===== src/rtl/regfile_2r1w.sv =====
// Purpose: NREGS x DATA_W register file, one write port, two independent combinational read ports, per-register written-since-reset valid bits.
// Latency: reads are zero-cycle; writes are visible from the clock edge onward (same cycle with REGFILE_WRITE_BYPASS_EN defined).
// Backpressure: none; a write is accepted every cycle that write=1. Optional macro: REGFILE_WRITE_BYPASS_EN (write-to-read forwarding).
module regfile_2r1w #(
    parameter int DATA_W   = 16,
    parameter int ADDR_W   = 3,
    parameter int ZERO_REG = 0
) (
    input  logic                    clk,
    input  logic                    reset,
    input  logic [DATA_W-1:0]       data_in,
    input  logic [ADDR_W-1:0]       writenum,
    input  logic                    write,
    input  logic [ADDR_W-1:0]       readnum_a,
    input  logic [ADDR_W-1:0]       readnum_b,
    output logic [DATA_W-1:0]       data_out_a,
    output logic [DATA_W-1:0]       data_out_b,
    output logic                    valid_a,
    output logic                    valid_b,
    output logic [(2**ADDR_W)-1:0]  load
);

    localparam int NREGS = 2**ADDR_W;

    logic [DATA_W-1:0] r_regs [NREGS];
    logic [NREGS-1:0]  r_vld;
    logic [NREGS-1:0]  w_load;
    logic [DATA_W-1:0] w_dat_a;
    logic [DATA_W-1:0] w_dat_b;
    logic              w_vld_a;
    logic              w_vld_b;

    // One-hot load decode; gated by write so an unknown writenum cannot leak through while idle.
    always_comb begin
        w_load = '0;
        if (write) begin
            w_load[writenum] = 1'b1;
        end
        if (ZERO_REG != 0) begin
            w_load[0] = 1'b0;
        end
    end

    // Register array and valid bits; reset clears everything and overrides any concurrent write.
    always_ff @(posedge clk or posedge reset) begin
        if (reset) begin
            for (int i = 0; i < NREGS; i++) begin
                r_regs[i] <= '0;
            end
            r_vld <= '0;
        end else begin
            for (int i = 0; i < NREGS; i++) begin
                if (w_load[i]) begin
                    r_regs[i] <= data_in;
                    r_vld[i]  <= 1'b1;
                end
            end
        end
    end

`ifdef REGFILE_WRITE_BYPASS_EN
    logic w_byp_a;
    logic w_byp_b;
    logic w_wr_live;

    // Forwarding qualifier: a live write to a real register (never the hardwired zero register).
    always_comb begin
        w_wr_live = write && !reset && !((ZERO_REG != 0) && (writenum == '0));
        w_byp_a   = w_wr_live && (readnum_a == writenum);
        w_byp_b   = w_wr_live && (readnum_b == writenum);
    end
`endif

    // Read port A: stored contents, zero register override, optional forwarding of the in-flight write.
    always_comb begin
        w_dat_a = r_regs[readnum_a];
        w_vld_a = r_vld[readnum_a];
        if ((ZERO_REG != 0) && (readnum_a == '0)) begin
            w_dat_a = '0;
            w_vld_a = 1'b1;
        end
`ifdef REGFILE_WRITE_BYPASS_EN
        if (w_byp_a) begin
            w_dat_a = data_in;
            w_vld_a = 1'b1;
        end
`endif
    end

    // Read port B: identical to port A, fully independent index.
    always_comb begin
        w_dat_b = r_regs[readnum_b];
        w_vld_b = r_vld[readnum_b];
        if ((ZERO_REG != 0) && (readnum_b == '0)) begin
            w_dat_b = '0;
            w_vld_b = 1'b1;
        end
`ifdef REGFILE_WRITE_BYPASS_EN
        if (w_byp_b) begin
            w_dat_b = data_in;
            w_vld_b = 1'b1;
        end
`endif
    end

    assign load       = w_load;
    assign data_out_a = w_dat_a;
    assign data_out_b = w_dat_b;
    assign valid_a    = w_vld_a;
    assign valid_b    = w_vld_b;

endmodule


===== config.mk =====
export PLATFORM = sky130hd
export DESIGN_NAME = regfile_2r1w
export DESIGN_NICKNAME = d
export VERILOG_FILES = /design/src/rtl/regfile_2r1w.sv
export SDC_FILE = /design/constraint.sdc
export NUM_CORES = 1
export LEC_CHECK = 0
export CAP_MARGIN = 25
export CORE_MARGIN = 2
export CORE_UTILIZATION = 30
export CTS_CLUSTER_DIAMETER = 30
export DETAILED_ROUTE_END_ITERATION = 7
export PLACE_DENSITY = 0.57
export SLEW_MARGIN = 20
export SYNTH_ARGS = -nofsm -noshare
export SYNTH_HDL_FRONTEND = slang
export SYNTH_SLANG_ARGS = --single-unit
export TNS_END_PERCENT = 30

===== constraint.sdc =====
create_clock -name clk -period 6.4 [get_ports clk]
set_clock_uncertainty 0.2 [all_clocks]
set_input_delay 1.28 -clock clk [delete_from_list [all_inputs] [get_ports clk]]
set_output_delay 1.28 -clock clk [all_outputs]
set_load 0.05 [all_outputs]

==> metrics.md <==
| Metric | Value |
|---|---|
| Synthesized-area fraction occupied by xor and xnor cells | 0 |
| Worst-case clock buffer depth | 2 |
| Least-Margin Pin Slew | around 0.57 ns |
| Met2 Usage GRT | 0.256 |
| Clock sink count | ~140 |
| Overall routing resource usage | 0.152 |
| H-tree levels | 4 |
| Clk slew on worst S/H paths | around 0.060 ns |
| WHS | about 0.29 ns |
| Leading cell types by count after synthesis | sky130_fd_sc_hd__mux2_2, sky130_fd_sc_hd__dfrtp_1, sky130_fd_sc_hd__mux4_2 |
| CP max stage cell | sky130_fd_sc_hd__clkdlybuf4s50_1 |
| Total Die Area | around 25,000 sq um |
| Critical setup path kind | primary input to output port |
| Global-route met3 utilization | 0.0318 |
| Post-synthesis async set-or-reset flop share | 1.00 |
| Number of slew-limit violations in the final report | 0 |
| Largest family of logic cells by synthesized area | multiplexers |
| Starting density of the core | 0.307 |
| Sequential fraction of the synthesis area | 0.471 |
| Mux contribution to synthesized area | 0.469 |
| Number of violations of the max-capacitance limit | 0 |
| Arrival time of data at the critical path endpoint | approximately 3.6 ns |
| Number of global-route vias before repair | roughly 4,800 |
| Number of synthesized register bits | ~140 |
| Insertion delay of the later-clocked pin in the worst-skew pair | 0.41 ns |
| Cell breakdown of the critical path | buf_2 -> buf_4 -> mux4_2 -> mux2_2 -> clkdlybuf4s50_1 |
| Total number of yosys warnings | 0 |
| Gate Count Post-Synth | 422 |
| Global-route wire length before repair | between 20,000 and 30,000 um |
| Initial antenna violation count | 0 |
| Final worst-path cycle share | 0.789 |
| Most used routing layer | met2 |
| Setup repair bufs after CTS | 0 |
| Most used flip-flop cell after synthesis | sky130_fd_sc_hd__dfrtp_1 |
| Type of the most critical hold path | flop to flop |
| Synth area leader | sky130_fd_sc_hd__dfrtp_1 |
| Maximum number of pins on one net before global-route repair | slightly below 80 |
| Slew headroom | 0.617 |
| RSZ-0062 raised after global routing | no |
| Number of placed I/O pins | 70 |
| Syn Area/Cell | 17.1 sq um |
| Layout net count | 521 |
| Clock root cell | sky130_fd_sc_hd__clkbuf_16 |
| CP Capture Type | output port |
| Hold-fix buffers at CTS | 0 |
| Power density over the cells | between 300 and 400 nW/um^2 |
| Fraction of the mapped netlist area in compound gates | 0 |
| Cts repair resizes | 0 |
| Most common cell in the synthesized netlist | sky130_fd_sc_hd__mux2_2 |
| Post-synthesis cell area | ~7200 sq um |
| Top achievable clock speed | just under 200 MHz |
| Synthesized net count | 450 |
| CP Launch Type | primary input |
| Die X | around 160 um |
| Core outline area | about 24,000 sq um |
| Minimum period implied by the final worst setup slack | 5.05 ns |
| Required time reported for the critical path endpoint | 4.92 ns |
| Drt total wl | about 18,000 um |
| Global Route met1 Usage | 0.194 |
| Antenna diode count | 0 |
| Area share of the largest cell type after synthesis | 0.471 |
| Gr ovfl total | 0 |
| Synth cell types | 18 |
| Vias per Instance | roughly 5.1 |
| Std-Cell Rows | 56 |
| Ranking of synthesized cells by area | sky130_fd_sc_hd__dfrtp_1, sky130_fd_sc_hd__mux2_2, sky130_fd_sc_hd__mux4_2 |
| Layout cell share with drive strength beyond 1 | 0.586 |
| Total negative setup slack | 0 ns |
| TritonCTS clock tree | built |
| Peak VDD IR | 0.112 mV |
| Port Buf Inserts | 69 |
| Final estimated routing congestion in global placement | between 0.7 and 0.8 |
| Fill cells | 2,225 |
| Number of buffers created by CTS | 17 |
| Final HPWL from detailed placement | approximately 12,000 um |
| Number of nets with antenna violations after detailed routing | 0 |
| Area growth from synthesis to layout | 23.3% |
| Leakage Power | roughly 0.0035 uW |
| Number of enable-type register cells in the synthesized netlist | 0 |
| Simple logic cell fraction of the synthesized area | 0.0230 |
| Number of DRC markers in iteration 0 | about 180 |
| Result of the run | completed |
| CP max stage delay | ~0.70 ns |
| DRC viols | 0 |
| Final setup violation count | 0 |
| Detail-routed net length per standard cell | 22.2 um |
| Maximum fanout encountered on the critical timing path | 17 |
| Initial DRT Pass Iterations | 4 |
| Arithmetic-cell share of the synthesized area counting full adders, half adders and majority gates | 0 |
| Die H | about 160 um |
| Final hold viol count | 0 |
| Via total after detailed routing | 4,164 |
-- cells by family after synthesis --
group | count (synthesis)
multiplexers | 230
flip-flops | 136
buffers and inverters | 40
AND/OR/NAND/NOR | 16
-- cell type report --
cell class	count	area, sq um	area share
multi-input cells	246	3570	0.401
flip-flops and latches	136	3400	0.382
repair buffers	87	863	0.0969
clock buffers	19	453	0.0509
well taps	319	399	0.0448
clock inverters	12	199	0.0223
inverters	5	21.3	0.00239
-- per-layer routing --
| metal | part of all wire | up-vias |
|---|---|---|
| met4 | 0.018 | 0 |
| met2 | 0.51 | 67 |
| met1 | 0.44 | 2296 |
| met3 | 0.029 | 21 |
| li1 | - | 1780 |
| met5 | 0 | - |
-- flip-flops by register name, indices dropped and copies added (netlist names) --
register,cells
r_regs,128
r_vld,8
-- path summary, 6_finish.rpt --
| kind | slack, ns | cells past startpoint | to | from |
|---|---|---|---|---|
| setup / recovery | 1.35 | 5 | data_out_a[2] | readnum_a[2] |
| hold / removal | 0.29 | 1 | r_vld[6]$_DFFE_PP0P_ | r_vld[6]$_DFFE_PP0P_ |
| setup reg to reg | 5.40 | 1 | r_vld[2]$_DFFE_PP0P_ | r_vld[2]$_DFFE_PP0P_ |
| hold reg to reg | 0.29 | 1 | r_vld[6]$_DFFE_PP0P_ | r_vld[6]$_DFFE_PP0P_ |
| max in group asynchronous | 4.14 | 4 | r_regs[113]$_DFFE_PP0P_ | reset |
| min in group asynchronous | 0.95 | 2 | r_regs[93]$_DFFE_PP0P_ | reset |
-- critical path: cells and delay by family --
family / cells / cell delay (ns)
mux: 2 / 0.80
buf+inv: 3 / 1.46
-- power breakdown --
part           internal [uW]  total (uW)  switching [uW]
Clock                    708        1070             366
Combinational            475         907             431
Sequential              1040        1170             131
-- stage by stage --
step	setup slack, ns	cells	power [uW]	cell area [sq um]	utilization
final	1.35	824	3160	8910	0.378
after global routing	1.25	824	3300	8910	0.378
after CTS	1.32	823	3190	8880	0.377
after detailed placement	1.32	792	2100	8230	0.349
after global placement	1.32	792	2070	8230	0.349
after floorplan	1.28	422	1830	7220	-
-- layout by cell type, fill, tap and decap left out --
master                              n
sky130_fd_sc_hd__buf_16             1
sky130_fd_sc_hd__nor4bb_4           1
sky130_fd_sc_hd__bufinv_16          5
sky130_fd_sc_hd__mux2_4             8
sky130_fd_sc_hd__clkinvlp_4         4
sky130_fd_sc_hd__clkinv_4           1
sky130_fd_sc_hd__buf_4             14
sky130_fd_sc_hd__mux4_2            68
sky130_fd_sc_hd__nand2b_1           4
sky130_fd_sc_hd__clkbuf_8           2
sky130_fd_sc_hd__or2_2              4
sky130_fd_sc_hd__inv_1              4
sky130_fd_sc_hd__buf_2              4
sky130_fd_sc_hd__inv_4              1
sky130_fd_sc_hd__nand4b_2           3
sky130_fd_sc_hd__nand4_2            1
sky130_fd_sc_hd__dfrtp_1          136
sky130_fd_sc_hd__clkdlybuf4s50_1   65
sky130_fd_sc_hd__buf_12             3
sky130_fd_sc_hd__nor4b_4            1
sky130_fd_sc_hd__and4bb_2           2
sky130_fd_sc_hd__clkbuf_16         17
sky130_fd_sc_hd__mux2_2           154
sky130_fd_sc_hd__clkinv_2           2
Note: power is estimated with default switching activity, not from simulation.
